`config.mk`:
```
export PLATFORM = sky130hd
export DESIGN_NAME = mem_arbiter
export DESIGN_NICKNAME = d
export VERILOG_FILES = /design/src/rtl/mem_arbiter.sv
export SDC_FILE = /design/constraint.sdc
export NUM_CORES = 1
export LEC_CHECK = 0
export ABC_AREA = 1
export BUFFER_PORTS_ARGS = -buffer_cell sky130_fd_sc_hd__buf_4
export CAP_MARGIN = 20
export CORE_UTILIZATION = 45
export CTS_CLUSTER_SIZE = 20
export DETAILED_ROUTE_END_ITERATION = 8
export PLACE_DENSITY_LB_ADDON = 0.2
export SYNTH_ARGS = -nofsm -noshare
export SYNTH_HDL_FRONTEND = slang
export SYNTH_SLANG_ARGS = --single-unit
```
`constraint.sdc`:
```
create_clock -name clk -period 1.3 [get_ports clk]
set_clock_uncertainty 0.05 [all_clocks]
set_input_delay 0.26 -clock clk [delete_from_list [all_inputs] [get_ports clk]]
set_output_delay 0.26 -clock clk [all_outputs]
set_load 0.005 [all_outputs]
```
`src/rtl/mem_arbiter.sv`:
```
// mem_arbiter: two-requester round-robin arbiter and initializer for a shared
// single-port memory with synchronous write and 1-cycle registered read.
// After reset the memory is swept with INIT_VALUE, then one access per cycle is
// granted. Read data returns two cycles after the grant on the matching port.
module mem_arbiter #(
   parameter int              AW         = 4,
   parameter int              DW         = 8,
   parameter logic [DW-1:0]   INIT_VALUE = '0
) (
   input  logic          clk,
   input  logic          reset,
   input  logic          r0_req,
   input  logic          r0_we,
   input  logic [AW-1:0] r0_a,
   input  logic [DW-1:0] r0_din,
   input  logic          r1_req,
   input  logic          r1_we,
   input  logic [AW-1:0] r1_a,
   input  logic [DW-1:0] r1_din,
   output logic          r0_gnt,
   output logic          r1_gnt,
   output logic          r0_rvalid,
   output logic          r1_rvalid,
   output logic [DW-1:0] r0_dout,
   output logic [DW-1:0] r1_dout,
   output logic          init_busy,
   output logic [AW-1:0] a,
   output logic [DW-1:0] din,
   output logic          we,
   input  logic [DW-1:0] dout
);

   typedef enum logic {ST_INIT, ST_ARB} state_t;

   state_t        state_q, state_d;
   logic [AW-1:0] cnt_q, cnt_d;
   logic          last_winner_q, last_winner_d;
   logic [AW-1:0] a_q, a_d;
   logic [DW-1:0] din_q, din_d;
   logic          we_q, we_d;
   logic          rd_vld_p1_q, rd_vld_p1_d;
   logic          rd_id_p1_q, rd_id_p1_d;
   logic          rd_vld_p2_q, rd_id_p2_q;
   logic          gnt0, gnt1;

   // Grant selection: single requester wins outright; on conflict the one
   // that did not win last time is served. No grants while sweeping.
   always_comb begin
      gnt0 = 1'b0;
      gnt1 = 1'b0;
      if (state_q == ST_ARB) begin
         if (r0_req && r1_req) begin
            gnt0 = last_winner_q;
            gnt1 = ~last_winner_q;
         end else begin
            gnt0 = r0_req;
            gnt1 = r1_req;
         end
      end
   end

   // Next-state logic: init sweep address generation, memory port loading
   // from the winner, and stage-1 read tag (valid, requester id).
   always_comb begin
      state_d       = state_q;
      cnt_d         = cnt_q;
      last_winner_d = last_winner_q;
      a_d           = a_q;
      din_d         = din_q;
      we_d          = 1'b0;
      rd_vld_p1_d   = 1'b0;
      rd_id_p1_d    = 1'b0;
      case (state_q)
         ST_INIT: begin
            a_d   = cnt_q;
            din_d = INIT_VALUE;
            we_d  = 1'b1;
            cnt_d = cnt_q + 1'b1;
            if (cnt_q == {AW{1'b1}}) begin
               state_d = ST_ARB;
            end
         end
         ST_ARB: begin
            if (gnt0) begin
               a_d           = r0_a;
               din_d         = r0_din;
               we_d          = r0_we;
               last_winner_d = 1'b0;
               rd_vld_p1_d   = ~r0_we;
               rd_id_p1_d    = 1'b0;
            end else if (gnt1) begin
               a_d           = r1_a;
               din_d         = r1_din;
               we_d          = r1_we;
               last_winner_d = 1'b1;
               rd_vld_p1_d   = ~r1_we;
               rd_id_p1_d    = 1'b1;
            end
         end
         default: begin
            state_d = ST_INIT;
         end
      endcase
   end

   // State, memory port and read-return pipeline registers; reset restarts
   // the sweep and discards any read still in flight.
   always_ff @(posedge clk or posedge reset) begin
      if (reset) begin
         state_q       <= ST_INIT;
         cnt_q         <= '0;
         last_winner_q <= 1'b1;
         a_q           <= '0;
         din_q         <= '0;
         we_q          <= 1'b0;
         rd_vld_p1_q   <= 1'b0;
         rd_id_p1_q    <= 1'b0;
         rd_vld_p2_q   <= 1'b0;
         rd_id_p2_q    <= 1'b0;
      end else begin
         state_q       <= state_d;
         cnt_q         <= cnt_d;
         last_winner_q <= last_winner_d;
         a_q           <= a_d;
         din_q         <= din_d;
         we_q          <= we_d;
         rd_vld_p1_q   <= rd_vld_p1_d;
         rd_id_p1_q    <= rd_id_p1_d;
         rd_vld_p2_q   <= rd_vld_p1_q;
         rd_id_p2_q    <= rd_id_p1_q;
      end
   end

   assign r0_gnt    = gnt0;
   assign r1_gnt    = gnt1;
   assign r0_rvalid = rd_vld_p2_q & ~rd_id_p2_q;
   assign r1_rvalid = rd_vld_p2_q & rd_id_p2_q;
   assign r0_dout   = dout;
   assign r1_dout   = dout;
   assign init_busy = (state_q == ST_INIT);
   assign a         = a_q;
   assign din       = din_q;
   assign we        = we_q;

endmodule

```
==> results.yml <==
critical_path:
  path_cells: "inv_2 > nand2_4 > nand2_4 > inv_2 > buf_6"
  timing.reg2reg.setup_slack_ns: -0.05
  r2r_cells: 7
  crit_path_start_kind: "register"
  critical_register_to_register_path_startpoint: "state_q$_DFF_PP0_"
  crit-reg2reg-capture: "a[0]$_DFFE_PP0P_"
  worst_setup_path_end_kind: "output pin"
  worst-setup-path-type: "register to output pin"
  timing.critical_path.fanout_max: 2
  critical-path-slowest-cell: "dfstp_2"
  max_stage_delay_ns: 0.57
  data_arrival_time_at_the_worst_slack_endpoint_ns: 1.16
  worst-endpoint-required_ns: 0.99
min_path:
  min_from: "r0_we"
  holdCritPathClass: "input pin to register"
  worst_hold_path.num_cells: 3
  min_to: "we$_DFF_PP0_"
timing:
  final.setup.worst_slack_ns: -0.1747
  fin_hold_ws_ns: 0.1181
  tightest_slew_ns: 0.2864
  setup_repair_after_global_routing_missed_its_margin: "true"
  max_freq_mhz: 678.1
  final_critical_path_required_period_ns: 1.475
  final_number_of_hold_violating_endpoints: 0
  relSlewSlack_pct: 80.91
  fin_crit_sh_pct: 113.4
  report.final.setup_viol: 6
  final_max_slew_viol_count: 0
pwr:
  p_sw_share_pct: 28.66
  clock_power_share_pct: 20.0
  worst_ir_drop_vdd_v: 0.0003514
  power_density_mw_per_mm2: 845.9
  power_report.internal_total_uw: 1180
  totalPowerFinal_uw: 1654
  power_frac_comb_pct: 30.5
  power.static_leakage_uw: 0.001089
  seqPwrFrac_pct: 49.6
  switching_power_uw: 474.1
routing:
  wire_per_inst_um: 12.66
  antenna_violating_nets_post_route: 0
  drc_marker_count_from_the_first_detailed_route_iteration: 24
  drt_first_pass_iters: 4
  viasPerCell: 4.559
  routed-via-count: 1167
  routed_wire_length_um: 3240
  remaining_drcs: 0
placed_design:
  placed_cells: 241
  dpl-instance-area_mm2: 0.001719
  final_estimated_routing_congestion_in_global_placement: 0.7681
  port_buffers: 47
  dp_hpwl_um: 2159
layout:
  stdcell_area_mm2: 0.001956
  drive_gt1_share_pct: 52.36
  seqCellArea_um2: 578.1
  layout-area-overhead-vs-synth_pct: 34.86
  postLayoutCoreUtil_pct: 64.06
  total_nets_final: 252
  multi_input_area_um2: 635.6
  fill_cells: 275
  antenna-diode-count: 0
  finalNonFillerCells: 256
synth:
  synth_edf_count: 0
  ys_dominant_reg_cell: "dfrtp_1"
  synth_warnings: 0
  mappedNetlistNets: 205
  netlist-cell-type-count: 24
  syn_area_mm2: 0.001450
  postSynthCellCount: 166
  sequential_to_total_area_share_from_yosys_stat_pct: 39.78
  synth_seq_cells: 23
  synth_area_per_cell_um2: 8.736
  asyncSetResetFlopFracSynth_pct: 100.0
die:
  floorplan.io_pins: 72
  num_rows: 20
  die_width_um: 58.77
  die_height_um: 58.77
  start_util_pct: 47.50
  design.core.area_mm2: 0.003053
  dieArea_mm2: 0.003453
clocking:
  clock_sinks: 23
  htree_num_levels: 1
  clockBufferDepth: 2
  clk_transition_reported_paths_ns: 0.12
  ctsRootBufferMaster: "clkbuf_4"
  numCtsBuffers: 3
  cts_tree: "yes"
  worst_skew_late_latency_ns: 0.30
outcome:
  outcome: "finished, violations left"
  failed_checks: "setup timing"
grt:
  grt_pass1_wl_um: 5009
  gr-total-overflow: 0
  track_usage_pct: 19.20
  grt_max_degree: 24
  via_count_of_the_first_global_routing_pass: 1163
  antenna_found_initial: 0
job:
  max_cap_viol_count: 0
-- per-layer routing --
metal	vias up	track usage, %	part of all wire (%)
met4	0	5.782	0.83
met3	9	3.297	4.5
met2	33	33.93	51
met5	-	0	0
li1	579	-	-
met1	546	23.82	44
-- kinds of logic after synthesis --
family / Yosys count / synth area share, %
fa+ha+maj: 1 / 0.8627
xor+xnor: 2 / 1.208
buf+inv: 48 / 20.62
flops: 23 / 39.78
compound gates: 6 / 3.278
simple gates: 86 / 34.25
-- cell usage in the layout, fill, tap and decap left out, drive strengths merged, types with 2 or more instances in the layout --
master / Yosys / layout
nor2: 2 / 2
clkbuf: 0 / 5
nand2: 55 / 55
a21boi: 3 / 3
xor2: 2 / 2
nand3: 15 / 15
a21oi: 2 / 2
inv: 25 / 25
buf: 22 / 62
nand3b: 12 / 12
dfrtp: 22 / 22
-- registers in the layout (all words and copies together), names as in the netlist --
register	flops
rd_vld_p1_q	1
rd_id_p2_q	1
last_winner_q	1
rd_vld_p2_q	1
we	1
cnt_q	4
din	8
rd_id_p1_q	1
state_q	1
a	4
-- area by class of cell --
| type | count | share of cell area, % |
|---|---|---|
| Clock buffer | 4 | 1.344 |
| Inverter | 26 | 6.014 |
| Multi-Input combinational cell | 95 | 32.50 |
| Sequential cell | 23 | 29.56 |
| Tap cell | 44 | 2.815 |
| Timing Repair Buffer | 64 | 27.77 |
-- power groups by stage --
stage | combinational, uW | clock (uW) | sequential [uW]
2_1_floorplan | 259 | 0 | 834
5_1_grt | 551 | 370 | 827
6_report | 504 | 331 | 820
3_5_place_dp | 424 | 0 | 833
4_1_cts | 459 | 332 | 820
3_3_place_gp | 417 | 0 | 832
-- worst max-delay path, delay by kind of cell (launching register included) --
kind	cells	cell delay (ns)
flops	1	0.57
buf+inv	3	0.19
simple gates	2	0.11
-- stage by stage --
| stage | setup slack, ns | setup TNS, ns |
|---|---|---|
| finish | -0.1747 | -0.5029 |
| CTS | -0.1760 | -0.4780 |
| global route | -0.2253 | -1.163 |
| global placement | 0.05270 | 0 |
| detailed placement | -0.008268 | -0.01528 |
| floorplan | 0.1206 | 0 |
-- what timing repair did --
item | in CTS | in global routing
endpoints found under the setup margin | 7 | 19
resized for setup | 19 | 19
hold buffers | 1 | 0
pin swaps | 5 | 14
gates cloned | 0 | 1
setup buffers | 9 | 4
hold endpoints to repair | 22 | 0
-- worst max-delay path by stage --
| stage | cells after the start | slack (ns) | start | endpoint |
|---|---|---|---|---|
| after global placement | 6 | 0.05 | state_q$_DFF_PP0_ | a[2]$_DFFE_PP0P_ |
| final | 5 | -0.17 | last_winner_q$_DFFE_PP1P_ | r0_gnt |
| after global routing | 5 | -0.23 | last_winner_q$_DFFE_PP1P_ | r0_gnt |
| after floorplan | 6 | 0.12 | last_winner_q$_DFFE_PP1P_ | a[1]$_DFFE_PP0P_ |
| after detailed placement | 3 | -0.008 | state_q$_DFF_PP0_ | r1_gnt |
| after CTS | 3 | -0.18 | last_winner_q$_DFFE_PP1P_ | r1_gnt |
-- cell usage after synthesis (2+ instances only) --
master	instances	area, um2
buf_6	5	56.30
nand2_2	13	81.33
nor2_1	2	7.510
inv_1	23	86.33
nand2_1	39	146.4
a21boi_0	2	15.01
dfrtp_1	22	550.5
xor2_1	2	17.52
nand2_4	3	33.78
nand3_2	10	100.1
buf_4	16	120.1
inv_2	2	7.510
nand3b_1	12	90.09
nand3_1	5	25.02
No activity file was read; power rests on OpenSTA's default activity.
